## src/rtl/wdt_timer_if.sv

```systemverilog
// Slave-side RIB bus bundle for the watchdog: write strobe, address, write data and read data.
interface wdt_timer_if;
    logic        we_i;
    logic [31:0] addr_i;
    logic [31:0] data_i;
    logic [31:0] data_o;

    modport master (output we_i, output addr_i, output data_i, input data_o);
    modport slave  (input we_i, input addr_i, input data_i, output data_o);
endinterface

```

## src/rtl/wdt_timer.sv

```systemverilog
// Watchdog timer: keyed kick, bark interrupt on first expiry, bite reset pulse on second.
// Optional macro WDT_WINDOW_EN adds a WINDOW register that rejects too-early kicks.
module wdt_timer #(
    parameter logic [31:0] KICK_KEY  = 32'h5A5A_A5A5,
    parameter int unsigned RST_PULSE = 16,
    parameter logic [31:0] LOAD_RST  = 32'h00FF_FFFF
) (
    input  logic       clk,
    input  logic       rst,
    wdt_timer_if.slave bus,
    output logic       int_sig_o,
    output logic       rst_req_o
);
    localparam int unsigned PW     = 8;
    localparam logic [4:0]  A_CTRL = 5'h00;
    localparam logic [4:0]  A_LOAD = 5'h04;
    localparam logic [4:0]  A_CNT  = 5'h08;
    localparam logic [4:0]  A_KICK = 5'h0C;
    localparam logic [4:0]  A_WIN  = 5'h10;

    typedef enum logic [1:0] {IDLE, RUN, BARK, BITE} state_t;

    state_t        state, state_nxt;
    logic          en, int_en, rst_en, lock, pend, keyerr;
    logic          en_nxt, int_en_nxt, rst_en_nxt, lock_nxt, pend_nxt, keyerr_nxt;
    logic [31:0]   load, load_nxt, count, count_nxt;
    logic [PW-1:0] pcnt, pcnt_nxt;
    logic [4:0]    offs;
    logic [31:0]   rv, count_tick;
    logic          wr_ctrl, wr_load, wr_kick, kick_key, kick_early, expire, en_set, en_clr;
    logic          unused_addr;

    assign offs        = bus.addr_i[4:0];
    assign unused_addr = ^bus.addr_i[31:5];
    assign wr_ctrl     = bus.we_i && (offs == A_CTRL);
    assign wr_load     = bus.we_i && (offs == A_LOAD);
    assign wr_kick     = bus.we_i && (offs == A_KICK);
    assign kick_key    = wr_kick && (bus.data_i == KICK_KEY);
    assign en_set      = wr_ctrl && !lock && bus.data_i[0];
    assign en_clr      = wr_ctrl && !lock && !bus.data_i[0];
    assign rv          = (load == 32'd0) ? 32'd1 : load;
    assign expire      = (count == 32'd1);
    assign count_tick  = expire ? rv : (count - 32'd1);

`ifdef WDT_WINDOW_EN
    logic [31:0] window, window_nxt;
    logic        wr_win;
    assign wr_win     = bus.we_i && (offs == A_WIN);
    assign kick_early = kick_key && (window != 32'd0) && (count > window);
    assign window_nxt = (wr_win && !lock) ? bus.data_i : window;

    always_ff @(posedge clk) begin
        if (rst) window <= '0;
        else     window <= window_nxt;
    end
`else
    assign kick_early = 1'b0;
`endif

    always_ff @(posedge clk) begin
        if (rst) begin
            state  <= IDLE;
            en     <= 1'b0;
            int_en <= 1'b0;
            rst_en <= 1'b0;
            lock   <= 1'b0;
            pend   <= 1'b0;
            keyerr <= 1'b0;
            load   <= LOAD_RST;
            count  <= LOAD_RST;
            pcnt   <= '0;
        end else begin
            state  <= state_nxt;
            en     <= en_nxt;
            int_en <= int_en_nxt;
            rst_en <= rst_en_nxt;
            lock   <= lock_nxt;
            pend   <= pend_nxt;
            keyerr <= keyerr_nxt;
            load   <= load_nxt;
            count  <= count_nxt;
            pcnt   <= pcnt_nxt;
        end
    end

    // Register writes first, then timer events; later assignments win (bark beats W1C of pend).
    always_comb begin
        state_nxt  = state;
        en_nxt     = en;
        int_en_nxt = int_en;
        rst_en_nxt = rst_en;
        lock_nxt   = lock;
        pend_nxt   = pend;
        keyerr_nxt = keyerr;
        load_nxt   = load;
        count_nxt  = count;
        pcnt_nxt   = pcnt;

        if (wr_ctrl) begin
            if (!lock) {rst_en_nxt, int_en_nxt, en_nxt} = bus.data_i[2:0];
            lock_nxt = lock | bus.data_i[3];
            if (bus.data_i[4]) pend_nxt = 1'b0;
            if (bus.data_i[5]) keyerr_nxt = 1'b0;
        end
        if (wr_load && !lock) load_nxt = bus.data_i;
        if (wr_kick && !kick_key) keyerr_nxt = 1'b1;

        case (state)
            IDLE: begin
                if (en_set) begin
                    count_nxt = rv;
                    state_nxt = RUN;
                end
            end
            RUN, BARK: begin
                if (en_clr) begin
                    state_nxt = IDLE;
                end else begin
                    count_nxt = count_tick;
                    if (kick_early) keyerr_nxt = 1'b1;
                    if (kick_early && rst_en) begin
                        state_nxt = BITE;
                        pcnt_nxt  = '0;
                    end else if (kick_key && !kick_early) begin
                        count_nxt = rv;
                        pend_nxt  = 1'b0;
                        state_nxt = RUN;
                    end else if (expire) begin
                        if (state == RUN) begin
                            pend_nxt  = 1'b1;
                            state_nxt = BARK;
                        end else if (rst_en) begin
                            state_nxt = BITE;
                            pcnt_nxt  = '0;
                        end
                    end
                end
            end
            BITE: begin
                if (en_clr) begin
                    state_nxt = IDLE;
                end else begin
                    count_nxt = count_tick;
                    pcnt_nxt  = pcnt + PW'(1);
                    if (pcnt == PW'(RST_PULSE - 1)) begin
                        state_nxt = RUN;
                        count_nxt = rv;
                        pend_nxt  = 1'b0;
                        pcnt_nxt  = '0;
                    end
                end
            end
            default: state_nxt = IDLE;
        endcase
    end

    // Zero-latency read mux.
    always_comb begin
        bus.data_o = '0;
        case (offs)
            A_CTRL: bus.data_o = {26'd0, keyerr, pend, lock, rst_en, int_en, en};
            A_LOAD: bus.data_o = load;
            A_CNT:  bus.data_o = count;
`ifdef WDT_WINDOW_EN
            A_WIN:  bus.data_o = window;
`endif
            default: bus.data_o = '0;
        endcase
    end

    assign int_sig_o = pend & int_en;
    assign rst_req_o = (state == BITE);
endmodule

```

## src/flat_wrapper.sv

```systemverilog
// flat-port wrapper written by rule: the top's interface ports become plain ports
module wdt_timer_flat 
#(
    parameter logic [31:0] KICK_KEY  = 32'h5A5A_A5A5,
    parameter int unsigned RST_PULSE = 16,
    parameter logic [31:0] LOAD_RST  = 32'h00FF_FFFF
)
  (clk, rst, int_sig_o, rst_req_o, bus_we_i, bus_addr_i, bus_data_i, bus_data_o);
  wdt_timer_if bus_i ();
  input  logic clk;
  input  logic rst;
  output logic int_sig_o;
  output logic rst_req_o;
  input wire logic [$bits(bus_i.we_i)-1:0] bus_we_i;
  input wire logic [$bits(bus_i.addr_i)-1:0] bus_addr_i;
  input wire logic [$bits(bus_i.data_i)-1:0] bus_data_i;
  output wire logic [$bits(bus_i.data_o)-1:0] bus_data_o;
  assign bus_i.we_i = bus_we_i;
  assign bus_i.addr_i = bus_addr_i;
  assign bus_i.data_i = bus_data_i;
  assign bus_data_o = bus_i.data_o;
  wdt_timer #(.KICK_KEY(KICK_KEY), .RST_PULSE(RST_PULSE), .LOAD_RST(LOAD_RST)) u_core (.clk(clk), .rst(rst), .bus(bus_i), .int_sig_o(int_sig_o), .rst_req_o(rst_req_o));
endmodule
```

## config.mk

```make
export PLATFORM = sky130hd
export DESIGN_NAME = wdt_timer_flat
export DESIGN_NICKNAME = d
export VERILOG_FILES = /design/src/rtl/wdt_timer_if.sv /design/src/rtl/wdt_timer.sv /design/src/flat_wrapper.sv
export SDC_FILE = /design/constraint.sdc
export NUM_CORES = 1
export LEC_CHECK = 0
export ABC_AREA = 0
export BUFFER_PORTS_ARGS = -buffer_cell sky130_fd_sc_hd__buf_2
export CAP_MARGIN = 20
export CORE_MARGIN = 2
export CORE_UTILIZATION = 49
export DETAILED_ROUTE_END_ITERATION = 16
export HOLD_SLACK_MARGIN = 0.05
export PLACE_DENSITY = 0.76
export SLEW_MARGIN = 20
export SYNTH_ARGS = -nofsm -noshare
export SYNTH_HDL_FRONTEND = slang
export SYNTH_SLANG_ARGS = --single-unit
```

## constraint.sdc

```tcl
create_clock -name clk -period 2.9 [get_ports clk]
set_input_delay 0.725 -clock clk [delete_from_list [all_inputs] [get_ports clk]]
set_output_delay 0.725 -clock clk [all_outputs]
set_load 0.01 [all_outputs]
```

==> results.md <==
- Die H: 100 microns
- Final min period: 2870 ps
- Crit Path Class: primary input to output port
- Clock slew at reported path FFs: 80 ps
- Final net count: 759
- TritonCTS Sinks: 80
- Setup slack after layout: 28.3 ps
- Ys flop type: dfxtp_1
- Vias per cell: 6.21
- Area of the core: 9110 sq um
- Critical path startpoint category: primary input
- Vias in the first global route: 4470
- Most common cell after layout, fill and taps aside: nand2_1
- Post-synthesis instance total: 609
- Max Clock Freq: 0.348 GHz
- DP Cell Count: 785
- Starting DRC count in detailed routing: 288
- Post-Syn Nets: 683
- Largest net degree at the start of global routing: 47
- Number of synthesized flops with an enable pin: 0
- Yosys reg bits: 80
- Number of setup violations in the final report: 0
- Depth of the CTS H-tree: 3
- Worst Path Required: 2170 ps
- Root buf cell: clkbuf_8
- Pwr dens: 685 nW/um^2
- Antenna-violating nets left: 0
- Leading cell types in the layout, fill and taps excluded: nand2_1, dfxtp_1, buf_2
- Layout area overhead: 18.7%
- Hold Vio Cnt, Final: 0
- Hold Path Class: register to register
- CTS tree: yes
- Top-Level Pins: 101
- Synth cell types: 67
- Static Leak: 0.00218 uW
- Aggregate global routing overflow: 0
- Vias: 4966
- Total track usage: 0.266
- Layout cells sized above 1: 0.203
- Setup Buffers After CTS: 0
- Drt first pass iters: 6
- Status: completed
- Synthesized area: 4550 sq um
- Crit path capture type: output port
- Avg WL per Cell: 16.6 microns
- Initial antenna violation count: 0
- Critical Path AT: 2150 ps
- Worst-path maximum fanout: 26
- DP Worst Slack: -55.1 ps
- Yosys warnings: 0
- RSZ-0062 raised after global routing: no
- WL final: 13.3 mm
- Die width: 100 microns
- VDD IR max: 0.000318 V
- Clk buf depth: 2
- # rows: 35
- DRC violations left: 0
- # diodes: 0
- Starting density of the core: 0.499
- HPWL Detailed: 9.66 mm
- Skew-Pair Late Insertion Delay: 350 ps
- Cts hold-fix bufs: 0
- Worst-margin pin slew: 518 ps
- Setup TNS: 0 ps
- IO Port Bufs: 73
- Global-route wire length before repair: 21.7 mm
- RD Place Congestion: 0.958
- Max-Cap Viols: 0
- CTS buffer count: 9
- Clk_skew: 6.87 ps
- Die area: 10100 sq um
- Period utilization: 0.990
- Layout Cells excl Fill: 800
- # resized after CTS: 0
- Slew margin rel.: 0.654
- Seq/Total Area, Yosys: 0.352
- Ys async rst share: 0
- Slew Viols, Final: 0
- Mean Syn Cell Area: 7.47 sq um
==> worst paths after layout <==
path / startpoint / slack, ps / cells past startpoint / end
worst max register to register: u_core.count[9] / 230 / 7 / u_core.pcnt[6]
worst min register to register: u_core.pcnt[1] / 470 / 2 / u_core.pcnt[1]
worst max-delay path: bus_addr_i[1] / 30 / 7 / bus_data_o[31]
worst min-delay path: u_core.pcnt[1] / 470 / 2 / u_core.pcnt[1]
==> layer usage <==
layer  global-route usage  part of all wire  vias to the layer above
met1                0.354              0.44                     2336
met4                0.114             0.025                        0
met5                    0                 0                        -
met3               0.0286             0.064                       25
met2                0.438              0.47                      202
li1                     -                 -                     2403
==> cell type report <==
type,count,area (sq um)
fillers,849,3710
multi-input cells,476,2750
repair buffers,107,658
inverters,11,41.3
clock inverters,6,85.1
well taps,111,139
flip-flops and latches,80,1600
clock buffers,9,124
==> cells in the mapped netlist, types with 9 or more instances <==
library cell | count | area share
nand2_1 | 117 | 0.097
dfxtp_1 | 80 | 0.35
nand3_1 | 49 | 0.054
a21oi_1 | 41 | 0.045
o21ai_0 | 36 | 0.040
nor2_1 | 35 | 0.029
clkbuf_1 | 33 | 0.027
a22o_1 | 26 | 0.050
nor3_1 | 18 | 0.020
nor4_1 | 14 | 0.019
a31oi_1 | 11 | 0.015
inv_1 | 10 | 0.0083
nand4_1 | 9 | 0.012
or3_1 | 9 | 0.012
==> flip-flops by register name, summed over array words and instances (netlist names) <==
name,count
u_core.count,32
u_core.pend,1
u_core.pcnt,8
u_core.load,32
u_core.lock,1
u_core.int_en,1
u_core.en,1
u_core.state,2
u_core.rst_en,1
u_core.keyerr,1
==> metrics by stage <==
step	power, uW	utilization	hold slack (ps)	instance area [sq um]
6_report	3700	0.592	471	5400
5_1_grt	3930	0.592	503	5400
4_1_cts	3690	0.592	475	5400
3_5_place_dp	2790	0.570	463	5190
3_3_place_gp	2740	0.570	456	5190
2_1_floorplan	2370	-	436	4560
==> critical path: stages <==
cell	delay [ps]
buf_2	100
buf_4	140
nor4b_4	320
nor2b_2	290
buf_12	210
a22o_1	210
buf_2	150
==> cells by family after synthesis <==
family | count (synthesis) | share of synthesized area
xor+xnor | 2 | 0.00385
mux | 2 | 0.00440
simple gates | 306 | 0.341
flops | 80 | 0.352
fa+ha+maj | 7 | 0.0193
compound gates | 159 | 0.232
buf+inv | 53 | 0.0476
==> report_power, final <==
part           leakage, uW  total (uW)  switching [uW]  internal [uW]
combinational      0.00143        1270             732            534
clock             0.000101         901             424            477
sequential        0.000649        1530             248           1280
Power figures use the tool's default switching activity.
